### src/rtl/spike_decoder.sv
// spike_decoder
//   Output stage after the LIF network. It counts each class neuron's spikes
//   over a window of WINDOW clocks, scans the counts one class per cycle to
//   pick the winner, and holds the result on a valid/ready handshake. At the
//   start of each window it sends a one-cycle clear to the network.
//
// Optional feature: define SPIKE_DEC_FIRST_SPIKE_EN to add a first-spike
//   timestamp per class. Equal counts are then won by the earlier first spike.
//   Without the macro, equal counts are won by the lowest class index.
//
// Ports
//   clk        in   clock, rising edge
//   rstn       in   synchronous active-low reset
//   start_i    in   request one classification window
//   spikes_i   in   [N_CLASS]  network output spikes, bit k = class k
//   busy_o     out  high in RUN/DECIDE/HOLD
//   net_clr_o  out  one-cycle network clear, first RUN cycle
//   valid_o    out  result available (HOLD)
//   ready_i    in   consumer accepts result
//   class_o    out  [CLS_W]  winning class index
//   count_o    out  [CNT_W]  spike count of winning class
//   none_o     out  all class counts zero in this window
module spike_decoder #(
  parameter int N_CLASS = 2,
  parameter int WINDOW  = 64,
  parameter int CNT_W   = 8
) (
  input  logic                       clk,
  input  logic                       rstn,
  input  logic                       start_i,
  input  logic [N_CLASS-1:0]         spikes_i,
  output logic                       busy_o,
  output logic                       net_clr_o,
  output logic                       valid_o,
  input  logic                       ready_i,
  output logic [$clog2(N_CLASS)-1:0] class_o,
  output logic [CNT_W-1:0]           count_o,
  output logic                       none_o
);

  localparam int CLS_W = $clog2(N_CLASS);
  localparam int WIN_W = (WINDOW > 1) ? $clog2(WINDOW) : 1;

  typedef enum logic [1:0] {
    S_IDLE   = 2'd0,
    S_RUN    = 2'd1,
    S_DECIDE = 2'd2,
    S_HOLD   = 2'd3
  } state_t;

  state_t r_state;
  state_t w_next;

  logic [CNT_W-1:0] r_cnt [N_CLASS];
  logic [WIN_W-1:0] r_win_cnt;
  logic [CLS_W-1:0] r_scan;
  logic [CLS_W-1:0] r_best_idx;
  logic [CNT_W-1:0] r_best_cnt;
  logic [CLS_W-1:0] r_class;
  logic [CNT_W-1:0] r_count;
  logic             r_none;

`ifdef SPIKE_DEC_FIRST_SPIKE_EN
  logic [WIN_W-1:0] r_ts   [N_CLASS];
  logic [N_CLASS-1:0] r_seen;
  logic [WIN_W-1:0] r_best_ts;
  logic [WIN_W-1:0] w_cand_ts;
  logic [WIN_W-1:0] w_fin_ts;
`endif

  logic             w_launch;
  logic             w_win_last;
  logic             w_scan_last;
  logic [CNT_W-1:0] w_cand_cnt;
  logic             w_take;
  logic [CLS_W-1:0] w_fin_idx;
  logic [CNT_W-1:0] w_fin_cnt;

  assign w_win_last  = (r_win_cnt == WIN_W'(WINDOW - 1));
  assign w_scan_last = (r_scan == CLS_W'(N_CLASS - 1));

  // State register
  always_ff @(posedge clk) begin
    if (!rstn) r_state <= S_IDLE;
    else       r_state <= w_next;
  end

  // Next state; a launch happens from IDLE, or from HOLD on the accepting edge
  always_comb begin
    w_next   = r_state;
    w_launch = 1'b0;
    case (r_state)
      S_IDLE: begin
        if (start_i) begin
          w_next   = S_RUN;
          w_launch = 1'b1;
        end
      end
      S_RUN:    if (w_win_last)  w_next = S_DECIDE;
      S_DECIDE: if (w_scan_last) w_next = S_HOLD;
      S_HOLD: begin
        if (ready_i) begin
          if (start_i) begin
            w_next   = S_RUN;
            w_launch = 1'b1;
          end else begin
            w_next = S_IDLE;
          end
        end
      end
      default: w_next = S_IDLE;
    endcase
  end

  // One scan step: index 0 always seeds the running best; later indices
  // replace it only on a strictly larger count (or, with timestamps, an
  // equal count whose first spike came earlier).
  always_comb begin
    w_cand_cnt = r_cnt[r_scan];
`ifdef SPIKE_DEC_FIRST_SPIKE_EN
    w_cand_ts = r_ts[r_scan];
    w_take = (r_scan == '0) || (w_cand_cnt > r_best_cnt) ||
             ((w_cand_cnt == r_best_cnt) && (w_cand_ts < r_best_ts));
    w_fin_ts = w_take ? w_cand_ts : r_best_ts;
`else
    w_take = (r_scan == '0) || (w_cand_cnt > r_best_cnt);
`endif
    w_fin_idx = w_take ? r_scan     : r_best_idx;
    w_fin_cnt = w_take ? w_cand_cnt : r_best_cnt;
  end

  // Datapath
  always_ff @(posedge clk) begin
    if (!rstn) begin
      for (int unsigned k = 0; k < N_CLASS; k++) r_cnt[k] <= '0;
`ifdef SPIKE_DEC_FIRST_SPIKE_EN
      for (int unsigned k = 0; k < N_CLASS; k++) r_ts[k] <= '0;
      r_seen    <= '0;
      r_best_ts <= '0;
`endif
      r_win_cnt  <= '0;
      r_scan     <= '0;
      r_best_idx <= '0;
      r_best_cnt <= '0;
      r_class    <= '0;
      r_count    <= '0;
      r_none     <= 1'b0;
    end else begin
      if (w_launch) begin
        for (int unsigned k = 0; k < N_CLASS; k++) r_cnt[k] <= '0;
`ifdef SPIKE_DEC_FIRST_SPIKE_EN
        for (int unsigned k = 0; k < N_CLASS; k++) r_ts[k] <= '0;
        r_seen <= '0;
`endif
        r_win_cnt <= '0;
      end else if (r_state == S_RUN) begin
        for (int unsigned k = 0; k < N_CLASS; k++) begin
          if (spikes_i[k] && (r_cnt[k] != '1)) r_cnt[k] <= r_cnt[k] + CNT_W'(1);
`ifdef SPIKE_DEC_FIRST_SPIKE_EN
          if (spikes_i[k] && !r_seen[k]) begin
            r_ts[k]   <= r_win_cnt;
            r_seen[k] <= 1'b1;
          end
`endif
        end
        r_win_cnt <= w_win_last ? '0 : r_win_cnt + WIN_W'(1);
        r_scan    <= '0;
      end

      if (r_state == S_DECIDE) begin
        r_best_idx <= w_fin_idx;
        r_best_cnt <= w_fin_cnt;
`ifdef SPIKE_DEC_FIRST_SPIKE_EN
        r_best_ts  <= w_fin_ts;
`endif
        r_scan     <= r_scan + CLS_W'(1);
        if (w_scan_last) begin
          r_none  <= (w_fin_cnt == '0);
          r_class <= (w_fin_cnt == '0) ? '0 : w_fin_idx;
          r_count <= w_fin_cnt;
        end
      end

      // Result is consumed on the handshake edge
      if ((r_state == S_HOLD) && ready_i) begin
        r_class <= '0;
        r_count <= '0;
        r_none  <= 1'b0;
      end
    end
  end

  // All outputs decode registered state only
  assign busy_o    = (r_state != S_IDLE);
  assign valid_o   = (r_state == S_HOLD);
  assign net_clr_o = (r_state == S_RUN) && (r_win_cnt == '0);
  assign class_o   = r_class;
  assign count_o   = r_count;
  assign none_o    = r_none;

endmodule

### config.mk
export PLATFORM = sky130hd
export DESIGN_NAME = spike_decoder
export DESIGN_NICKNAME = d
export VERILOG_FILES = /design/src/rtl/spike_decoder.sv
export SDC_FILE = /design/constraint.sdc
export NUM_CORES = 1
export LEC_CHECK = 0
export BUFFER_PORTS_ARGS = -buffer_cell sky130_fd_sc_hd__clkbuf_2
export CAP_MARGIN = 20
export CORE_MARGIN = 10
export CORE_UTILIZATION = 60
export DETAILED_ROUTE_END_ITERATION = 12
export GPL_ROUTABILITY_DRIVEN = 0
export PLACE_DENSITY_LB_ADDON = 0.15
export SLEW_MARGIN = 10
export SYNTH_ARGS = -nofsm -noshare
export SYNTH_HDL_FRONTEND = slang
export SYNTH_SLANG_ARGS = --single-unit
### constraint.sdc
create_clock -name clk -period 3.2 [get_ports clk]
set_input_delay 0.64 -clock clk [delete_from_list [all_inputs] [get_ports clk]]
set_output_delay 0.64 -clock clk [all_outputs]
set_load 0.01 [all_outputs]
; ---- Yosys cells after proc, flatten, opt, wreduce, memory -nomap -nowiden
; Memories as Yosys holds them, arrays and structs flattened. A register that Yosys moved wholly into a read port is not among the register bits.
; Index checks and enable logic that the tools add are counted.
[word_totals]
out_inout_bits = 13
input_bits = 6
mem_count = 1
latchBits = 0
ff_bits = 28
ram_bits = 16
word_cells = 82
romBits = 0
[mem_list]
columns = memory, depth, word_bits, read_ports, rd_ports_with_merged_regs, write_ports, line_no
row1 = r_cnt, 2, 8, 3, 1, 2, 54  ; logic [CNT_W-1:0] r_cnt [N_CLASS];
[op_classes]
n_mul = 0
add_sub_neg = 4
muxes = 36
bitwise_logic = 6
eq_ne = 11
n_reduce_logical = 15
n_shift = 0
order_cmp = 1
n_div = 0
[ops]
columns = op, n
row1 = 2-to-1 mux 8 bit, 5
row2 = 2-to-1 mux 1 bit, 24
row3 = "adder 8 x 1 -> 8 bit, second input constant", 2
row4 = "inequality test 8 bit, second input constant", 2
row5 = > comparator 8 bit, 1
row6 = zero test 8 bit, 1
row7 = 2-to-1 mux 2 bit, 4
row8 = case mux 2 bit (4 select lines), 1
row9 = "adder 6 x 1 -> 6 bit, second input constant", 1
row10 = "equality test 6 bit, second input constant", 1
row11 = zero test 6 bit, 1
row12 = 2-to-1 mux 6 bit, 1
row13 = "inequality test 2 bit, second input constant", 3
row14 = "equality test 2 bit, second input constant", 2
row15 = logical AND 1 bit, 4
row16 = "inequality test 2 x 1 -> 1 bit, second input constant", 2
row17 = OR 1 bit, 4
row18 = AND reduction 2 bit, 2
row19 = AND reduction 4 bit, 1
row20 = nonzero test 2 bit, 2
row21 = OR reduction 2 bit, 2
row22 = "equality test 2 x 1 -> 1 bit, second input constant", 1
row23 = zero test 2 bit, 1
row24 = NOT 1 bit, 2
row25 = 3 further kinds, 3

; ---- Logic depth before layout (Yosys ltp)
; Gate-level depths: netlist (run 1).
; An unclocked memory read counts as a cell.
[depth]
depth_word = 9
ltp_mapped = 11
depth_no_buf = 9

; ---- Worst setup path after synthesis (run 1)
; OpenSTA, ideal clock, no wires.
[synth_path]
path_type = register to register
start = reg with a tool-made name
end = reg r_class, in the netlist class_o
required_time_ns = 3.112
arrival_time_ns = 2.265
path_stages_with_launch = 11
synth_period_minus_slack_ns = 2.353
n_path_buf = 2
slack_ns = 0.847
cell_sequence = dfxtp_1 buf_2 mux2_2 ha_1 nor2b_1 o211ai_1 a21o_1 a31o_1 buf_6 o2bb2ai_2 nor4_2
[synth_rtl]
columns = element, line_no
row1 = "end signal, assigned", 179  ; r_class <= (w_fin_cnt == '0) ? '0 : w_fin_idx;
row2 = "end, declared", 59  ; logic [CLS_W-1:0] r_class;

==> results of run 1 <==
[synthesized netlist by cell type, drive strengths merged, types with 5 or more instances]
master / instances
dfxtp: 29
and3: 5
nand2b: 5
mux2: 5
xor2: 8
ha: 17
xnor2: 6
nand2: 19
nor2: 31
edfxtp: 16
buf: 5
nand3: 10
inv: 22
mux2i: 13
o21ai: 20
nand4: 5
a21oi: 13
[kinds of logic after synthesis]
family          Yosys count  share of synthesized area
fa+ha+maj                17                     0.0850
buf+inv                  28                     0.0470
flops                    45                      0.424
xor+xnor                 14                     0.0490
compound gates           56                      0.145
simple gates             90                      0.175
mux                      18                     0.0745
[state kept, by name, indices dropped and copies added (netlist names), named ones only]
signal / cells
r_cnt: 16
count_o: 8
r_best_cnt: 8
r_win_cnt: 6
r_state: 2
class_o: 1
none_o: 1
r_best_idx: 1
r_scan: 1
[metrics by stage]
stage / hold slack (ns) / cell area [um2] / setup WS (ns) / power [mW] / std cells
finish: 0.453 / 2750 / 0.380 / 2.39 / 341
global route: 0.488 / 2750 / 0.0764 / 2.57 / 341
CTS: 0.461 / 2750 / 0.381 / 2.40 / 340
detailed placement: 0.441 / 2640 / 0.418 / 1.98 / 332
global placement: 0.432 / 2640 / 0.540 / 1.95 / 332
floorplan: 0.461 / 2500 / 0.847 / 1.75 / 268
[per-layer routing]
metal	global-route usage	wire length, um	vias to the layer above
met5	0	0	-
met4	0.0644	91	0
met3	0.0329	185	8
met2	0.235	2310	28
met1	0.164	2290	922
li1	-	-	998
[tightest hold or removal path, stage by stage (launching register included)]
cell     delay [ns]
dfxtp_1        0.33
nand2_1        0.04
o21ai_0        0.05
[where the power goes]
part	leakage (nW)	internal (mW)	switching, mW
sequential	0.408	0.752	0.166
clock	0.0566	0.223	0.188
combinational	0.642	0.468	0.594
[worst max-delay path by stage]
stage	start	to	slack (ns)	cells after the start
2_1_floorplan	register	class_o$_SDFFE_PP0P_	0.85	10
3_3_place_gp	register	count_o[2]$_SDFFE_PP0P_	0.54	9
3_5_place_dp	register	count_o[6]$_SDFFE_PP0P_	0.42	9
4_1_cts	register	count_o[6]$_SDFFE_PP0P_	0.38	9
5_1_grt	register	r_best_cnt[2]$_SDFFE_PN0N_	0.08	9
6_report	register	count_o[6]$_SDFFE_PP0P_	0.38	9
[final cells by class]
cell class,instances,area (um2)
Clock buffer,8,111
Fill cell,349,1280
Inverter,22,82.6
Multi-Input combinational cell,195,1320
Sequential cell,45,1060
Tap cell,50,62.6
Timing Repair Buffer,21,110
==> impl_metrics.yaml, run 1 <==
setup_path:
  critical_path_buffers_and_inverters: 2
  worstPathArrival_ns: 3.01
  slowest_delay_ns: 0.60
  critical-path-slowest-cell: "dfxtp_1"
  cp_max_fo: 12
  timing_worst_setup_path_type: "reg2reg"
  r2r-end: "count_o[6]$_SDFFE_PP0P_"
  critical_path.most_common_cell: "mux2i_1"
  critical-path-top-delay-family: "compound AO/OA/AOI/OAI gates"
  path_cells: "mux2i_1 -> inv_1 -> ha_1 -> a211o_1 -> o211ai_1 -> a31o_1 -> buf_4 -> mux2i_1 -> o21ai_0"
  r2r_cells: 9
  worst_setup_path_start_kind: "register"
  critPathRequiredTime_ns: 3.39
  endpoint_kind: "register"
  timing.reg2reg.setup_slack_ns: 0.38
clock_tree:
  cts_hold_buf: 0
  number_of_cts_inserted_buffers: 5
  clock_sink_count: 45
  clkLatencyLatePin_ns: 0.30
  cts_max_path_buffers: 2
  cts_post_setup_buffers_inserted: 0
  clock_tree_from_tritoncts: "done"
  cts-resized-gates: 0
  cts_htree_levels: 2
  cts.reportedPaths.clkPinSlew_ns: 0.08
  clock_tree.root_cell: "clkbuf_8"
routing:
  detailedRoute.firstIterationViolations: 87
  avgRoutedWirePerCell_um: 14.3
  drt-vias-per-instance: 5.74
  postRouteWirelength_um: 4880
  route.vias.total: 1956
  drt-pass1-iter-count: 4
  ant_nets: 0
  drt_drc_violations_left: 0
die:
  placementRows: 23
  design.die.area_um2: 7150
  die_width_um: 84.6
  io_pins: 19
  die_height_um: 84.6
  initial_utilization: 0.621
  core-area_um2: 4030
yosys:
  synth_top_cell_area_share: 0.232
  async_set_or_reset_flop_fraction_in_the_synthesized_netlist: 0
  yosys_register_bits: 45
  syn-cell-area_um2: 2500
  synth_flop_cell: "dfxtp_1"
  synth.top_cells.by_area: "dfxtp_1 (23%), edfxtp_1 (19%), ha_1 (8.5%)"
  yosys_warnings: 0
  syn-num-nets: 291
  synthDominantAreaCellType: "dfxtp_1"
  postSynthAreaPerCell_um2: 9.34
  yosysUniqueCellTypes: 48
  synth_edf_count: 16
  syn-instance-count: 268
  yosysSeqAreaShare: 0.424
sta:
  fin_skew_ns: 0.00874
  finalHoldViolations: 0
  setup_repair_after_global_routing_missed_its_margin: "no"
  tightest_slew_ns: 0.621
  finalSetupViolCount: 0
  clock.fmax_mhz: 355
  timing.setup.tns_ns: 0
  timing.final.max_slew_violations: 0
  max_slew_margin: 0.585
  finalWorstPathRequiredPeriod_ns: 2.82
  finalCritPeriodShare: 0.881
grt:
  first_global_vias: 1916
  groute.usage.overall: 0.140
  grt_antenna_before_repair: 0
  gr-total-overflow: 0
  grt_start_max_net_pins: 17
  grt_first_pass_wirelength_um: 8450
pwr:
  static-leakage-power_nw: 1.11
  vdd_ir_drop_max_uv: 459
  p_per_area_nw_per_um2: 869
finish:
  area_grow_syn2layout_pct: 9.95
  layout-drive-gt1-share: 0.127
  commonest_cells_after_routing_fill_and_taps_aside: "nor2_1 (31), dfxtp_1 (29), inv_1 (22), nand2_1 (19), o21ai_0 (19)"
  diodes: 0
  layout_commonest_cell: "nor2_1"
  layout.core_utilization: 0.683
  final_nets: 313
worst_hold_path:
  classification_of_the_worst_slack_hold_path: "reg2reg"
  hp-start: "count_o[7]$_SDFFE_PP0P_"
  min_delay_path_depth: 2
  timing.hold.worst_endpoint: "count_o[7]$_SDFFE_PP0P_"
outcome:
  run_status: "completed"
placed_design:
  total_half_perimeter_wirelength_after_legalization_and_detailed_placement_um: 3700
  port-buffer-count: 18
flow_run:
  maxcap_viol_count: 0
(Power assumes the default switching activity.)
==> run 2, diff against run 1 <==
--- a/config.mk
+++ b/config.mk
@@ -8,10 +8,11 @@
 export BUFFER_PORTS_ARGS = -buffer_cell sky130_fd_sc_hd__clkbuf_2
 export CAP_MARGIN = 20
 export CORE_MARGIN = 10
-export CORE_UTILIZATION = 60
+export CORE_UTILIZATION = 64
 export DETAILED_ROUTE_END_ITERATION = 12
 export GPL_ROUTABILITY_DRIVEN = 0
 export PLACE_DENSITY_LB_ADDON = 0.15
+export RECOVER_POWER = 25
 export SLEW_MARGIN = 10
 export SYNTH_ARGS = -nofsm -noshare
 export SYNTH_HDL_FRONTEND = slang
==> constraint.sdc (replaced) <==
create_clock -name clk -period 3.6 [get_ports clk]
set_input_delay 0.72 -clock clk [delete_from_list [all_inputs] [get_ports clk]]
set_output_delay 0.72 -clock clk [all_outputs]
set_load 0.01 [all_outputs]
==> run 2 against run 1 <==
Critical endpoint is now none_o$_SDFFE_PP0P_. First-iteration DRC count is the same. Sequential share of layout area is 0.77 points higher. Clock skew fell by 0.0040 ns. Combinational power is 13% lower.
==> impl_metrics.yaml, run 2 (synthesized netlist as in run 1, its figures left out) <==
outcome:
  run_status: "completed"
sta:
  max_slew_margin: 0.500
  tightest_slew_ns: 0.742
  finalSetupViolCount: 0
  fin_skew_ns: 0.00469
  setup_repair_after_global_routing_missed_its_margin: "no"
  final.setup.worst_slack_ns: 0.593
  hold_slack_ns: 0.455
  timing.final.max_slew_violations: 0
  finalHoldViolations: 0
  finalCritPeriodShare: 0.835
  timing.setup.tns_ns: 0
  finalWorstPathRequiredPeriod_ns: 3.01
  clock.fmax_mhz: 333
grt:
  grt_start_max_net_pins: 17
  gr-total-overflow: 0
  grt_first_pass_wirelength_um: 8260
  grt_antenna_before_repair: 0
  first_global_vias: 1910
  groute.usage.overall: 0.153
finish:
  final_nets: 312
  fillCellCount: 300
  registers.top_by_ff_count: "r_cnt"
  sequential_cell_area_um2: 1060
  max_reg_flops: 16
  footprint_of_the_multi_input_gates_um2: 1320
  layout_commonest_cell: "nor2_1"
  area_grow_syn2layout_pct: 7.80
  layout-drive-gt1-share: 0.0865
  diodes: 0
  commonest_cells_after_routing_fill_and_taps_aside: "nor2_1 (31), dfxtp_1 (29), inv_1 (22), o21ai_0 (20), nand2_1 (19)"
routing:
  drt-vias-per-instance: 5.83
  route.vias.total: 1964
  postRouteWirelength_um: 4920
  drt_drc_violations_left: 0
  detailedRoute.firstIterationViolations: 87
  drt-pass1-iter-count: 4
  ant_nets: 0
  avgRoutedWirePerCell_um: 14.6
pwr:
  vdd_ir_drop_max_uv: 400
  static-leakage-power_nw: 1.05
  p_per_area_nw_per_um2: 753
setup_path:
  worstPathArrival_ns: 3.20
  worst_setup_path_start_kind: "register"
  critPathRequiredTime_ns: 3.79
  critical-path-slowest-cell: "dfxtp_1"
  timing_worst_setup_path_type: "reg2reg"
  endpoint_kind: "register"
  cp_max_fo: 13
  path_cells: "mux2_2 -> ha_1 -> nor2b_1 -> o211ai_1 -> a21o_1 -> a31o_1 -> a211oi_2 -> o31a_1"
  slowest_delay_ns: 0.60
placed_design:
  total_half_perimeter_wirelength_after_legalization_and_detailed_placement_um: 3750
  pre_cts_slack_ns: 0.626
  port-buffer-count: 18
clock_tree:
  cts-resized-gates: 0
  clock_tree.root_cell: "clkbuf_8"
  cts_post_setup_buffers_inserted: 0
  clock_sink_count: 45
  cts_hold_buf: 0
  cts.reportedPaths.clkPinSlew_ns: 0.08
  cts_max_path_buffers: 2
  clkLatencyLatePin_ns: 0.30
  number_of_cts_inserted_buffers: 5
  cts_htree_levels: 2
  clock_tree_from_tritoncts: "done"
die:
  io_pins: 19
  placementRows: 22
  die_height_um: 82.5
  die_width_um: 82.5
  core-area_um2: 3720
  design.die.area_um2: 6810
  initial_utilization: 0.673
worst_hold_path:
  classification_of_the_worst_slack_hold_path: "reg2reg"
flow_run:
  maxcap_viol_count: 0
-- run 2: metrics by stage --
stage,cells,util,area (um2),power [mW]
2_1_floorplan,268,-,2500,1.55
3_3_place_gp,330,0.708,2630,1.72
3_5_place_dp,330,0.708,2630,1.74
4_1_cts,337,0.729,2710,2.04
5_1_grt,337,0.726,2700,2.19
6_report,337,0.726,2700,2.03
-- run 2: final cells by class --
type,instances,share of cell area
tap,48,0.0223
multi-input combinational,195,0.491
sequential,45,0.393
clock buffer,6,0.0269
clock inverter,1,0.00186
timing repair buffer,20,0.0343
inverter,22,0.0306
-- run 2: metal layers --
layer	global-route usage	up-vias	wire, um
li1	-	993	-
met1	0.173	931	2230
met2	0.271	34	2410
met3	0.0410	6	212
met4	0.0552	0	73
met5	0	-	0
-- run 2: power breakdown --
part,switching [mW],internal (mW)
Sequential,0.146,0.668
Combinational,0.523,0.399
Clock,0.163,0.132
Total,0.832,1.20
-- run 2: worst paths after layout --
| path | to | slack, ns | depth (start not counted) | from |
|---|---|---|---|---|
| setup reg to reg | none_o$_SDFFE_PP0P_ | 0.59 | 8 | register |
| hold reg to reg | count_o[0]$_SDFFE_PP0P_ | 0.45 | 2 | count_o[0]$_SDFFE_PP0P_ |
| setup / recovery | none_o$_SDFFE_PP0P_ | 0.59 | 8 | register |
| hold / removal | count_o[0]$_SDFFE_PP0P_ | 0.45 | 2 | count_o[0]$_SDFFE_PP0P_ |
-- run 2: critical path, delay by kind of cell, from the launching register on --
kind / cells / cell delay, ns
DFF: 1 / 0.60
adders and majority gates: 1 / 0.29
and+or+nand+nor: 1 / 0.13
AOI/OAI and AO/OA: 5 / 1.46
muxes: 1 / 0.42
==> run 3, diff against run 2 <==
--- a/config.mk
+++ b/config.mk
@@ -8,7 +8,7 @@
 export BUFFER_PORTS_ARGS = -buffer_cell sky130_fd_sc_hd__clkbuf_2
 export CAP_MARGIN = 20
 export CORE_MARGIN = 10
-export CORE_UTILIZATION = 64
+export CORE_UTILIZATION = 54
 export DETAILED_ROUTE_END_ITERATION = 12
 export GPL_ROUTABILITY_DRIVEN = 0
 export PLACE_DENSITY_LB_ADDON = 0.15
==> constraint.sdc (replaced) <==
create_clock -name clk -period 2.5 [get_ports clk]
set_input_delay 0.5 -clock clk [delete_from_list [all_inputs] [get_ports clk]]
set_output_delay 0.5 -clock clk [all_outputs]
set_load 0.01 [all_outputs]
==> run 3 against run 2 <==
First-iteration DRC count down 23%. Hold slack worse by 0.0011 ns. Sequential share of layout area down 3.4 points. Via count is 4.5% higher. Cell count rose by 8.9%. Critical endpoint unchanged.
==> impl_metrics.yaml, run 3 (synthesized netlist as in run 1, its figures left out) <==
die:
  placementRows: 24
  design.die.area_um2: 7760
  initial_utilization: 0.567
  die_height_um: 88.1
  core-area_um2: 4410
  io_pins: 19
  die_width_um: 88.1
grt:
  grt_start_max_net_pins: 17
  first_global_vias: 2008
  groute.usage.overall: 0.145
  grt_antenna_before_repair: 0
  gr-total-overflow: 0
  grt_first_pass_wirelength_um: 9220
outcome:
  run_status: "completed"
routing:
  avgRoutedWirePerCell_um: 14.7
  drt-vias-per-instance: 5.59
  drt-pass1-iter-count: 4
  drt_drc_violations_left: 0
  route.vias.total: 2053
  ant_nets: 0
  postRouteWirelength_um: 5380
  detailedRoute.firstIterationViolations: 67
worst_hold_path:
  hp-start: "count_o[7]$_SDFFE_PP0P_"
  timing.hold.worst_endpoint: "count_o[7]$_SDFFE_PP0P_"
  classification_of_the_worst_slack_hold_path: "reg2reg"
  min_delay_path_depth: 2
finish:
  registers.top_by_ff_count: "r_cnt"
  layout.core_utilization: 0.672
  layout_commonest_cell: "nor2_1"
  area_grow_syn2layout_pct: 18.6
  layout.cell_area.non_filler_um2: 2970
  final_nets: 337
  diodes: 0
  layout-drive-gt1-share: 0.181
  max_reg_flops: 16
  commonest_cells_after_routing_fill_and_taps_aside: "nor2_1 (30), dfxtp_1 (28), buf_4 (23), inv_1 (22)"
setup_path:
  endpoint_kind: "register"
  worstPathArrival_ns: 2.58
  cp_max_fo: 8
  r2r_cells: 9
  critPathRequiredTime_ns: 2.69
  r2r-end: "none_o$_SDFFE_PP0P_"
  timing.reg2reg.setup_slack_ns: 0.12
  timing_worst_setup_path_type: "reg2reg"
  worst_setup_path_start_kind: "register"
sta:
  fin_skew_ns: 0.00503
  timing.final.max_slew_violations: 0
  finalSetupViolCount: 0
  max_slew_margin: 0.494
  finalWorstPathRequiredPeriod_ns: 2.38
  finalHoldViolations: 0
  finalCritPeriodShare: 0.953
  tightest_slew_ns: 0.750
  clock.fmax_mhz: 420
  final.setup.worst_slack_ns: 0.118
clock_tree:
  cts_hold_buf: 0
  clkLatencyLatePin_ns: 0.30
  clock_tree_from_tritoncts: "done"
  clock_tree.root_cell: "clkbuf_8"
  cts.reportedPaths.clkPinSlew_ns: 0.08
  cts_max_path_buffers: 2
  cts_htree_levels: 2
  clock_sink_count: 45
  number_of_cts_inserted_buffers: 5
pwr:
  static-leakage-power_nw: 1.20
  vdd_ir_drop_max_uv: 623
  p_per_area_nw_per_um2: 1150
placed_design:
  total_half_perimeter_wirelength_after_legalization_and_detailed_placement_um: 4070
  port-buffer-count: 18
  place_area_um2: 2800
  pre_cts_slack_ns: -0.122
flow_run:
  maxcap_viol_count: 0
[run 3: cell count changes in the layout (fill, tap and decap cells not counted), moves of 2 or more]
cell,previous run,this run
buf_4,2,23
buf_6,0,2
clkbuf_1,11,13
mux2i_1,13,11
mux2i_2,0,2
[run 3: cell type report]
cell class / count / area [um2]
repair buffers: 45 / 280
clock inverters: 2 / 35.0
well taps: 52 / 65.1
clock buffers: 6 / 72.6
inverters: 22 / 82.6
multi-input cells: 195 / 1370
fillers: 352 / 1450
flip-flops and latches: 45 / 1060
[run 3: worst max-delay path: stages, from the launching register on]
cell and delay [ns]:
dfxtp_4 0.40, buf_4 0.13, mux2i_2 0.22, inv_1 0.10, ha_1 0.28, nand4_1 0.19, a21o_1 0.23, a31o_4 0.27
and4_1 0.18, o31a_1 0.27
[run 3: worst max-delay path by stage]
stage,to,slack [ns],cells after the start
detailed placement,count_o[1]$_SDFFE_PP0P_,-0.12,9
global placement,count_o[5]$_SDFFE_PP0P_,0.02,9
global route,class_o$_SDFFE_PP0P_,-0.03,10
CTS,count_o[1]$_SDFFE_PP0P_,0.05,9
floorplan,class_o$_SDFFE_PP0P_,0.15,10
finish,none_o$_SDFFE_PP0P_,0.12,9
[run 3: power by group]
group	switching (mW)	total (mW)	internal (mW)
combinational	0.899	1.74	0.843
clock	0.247	0.544	0.297
sequential	0.167	1.13	0.962
total	1.31	3.41	2.10
[run 3: what timing repair did]
action / in CTS / in global routing
cloned: 0 / 0
resized for setup: 2 / 11
pin swaps: 0 / 1
setup buffers: 0 / 2
endpoints found under the setup margin: 16 / 16
[run 3: through the flow]
stage	std cells	hold slack [ns]	power, mW	TNS, ns
global placement	355	0.435	2.71	0
CTS	364	0.463	3.29	0
floorplan	268	0.461	2.24	0
global route	367	0.483	3.67	-0.0591
detailed placement	356	0.443	2.74	-0.799
finish	367	0.453	3.41	0
[run 3: layer usage]
layer,track usage,wire length [um],part of all wire,vias up
met5,0,0,0,-
met4,0.0442,82,0.015,0
met3,0.0316,258,0.048,11
met2,0.250,2640,0.49,39
met1,0.177,2400,0.45,957
li1,-,-,-,1046
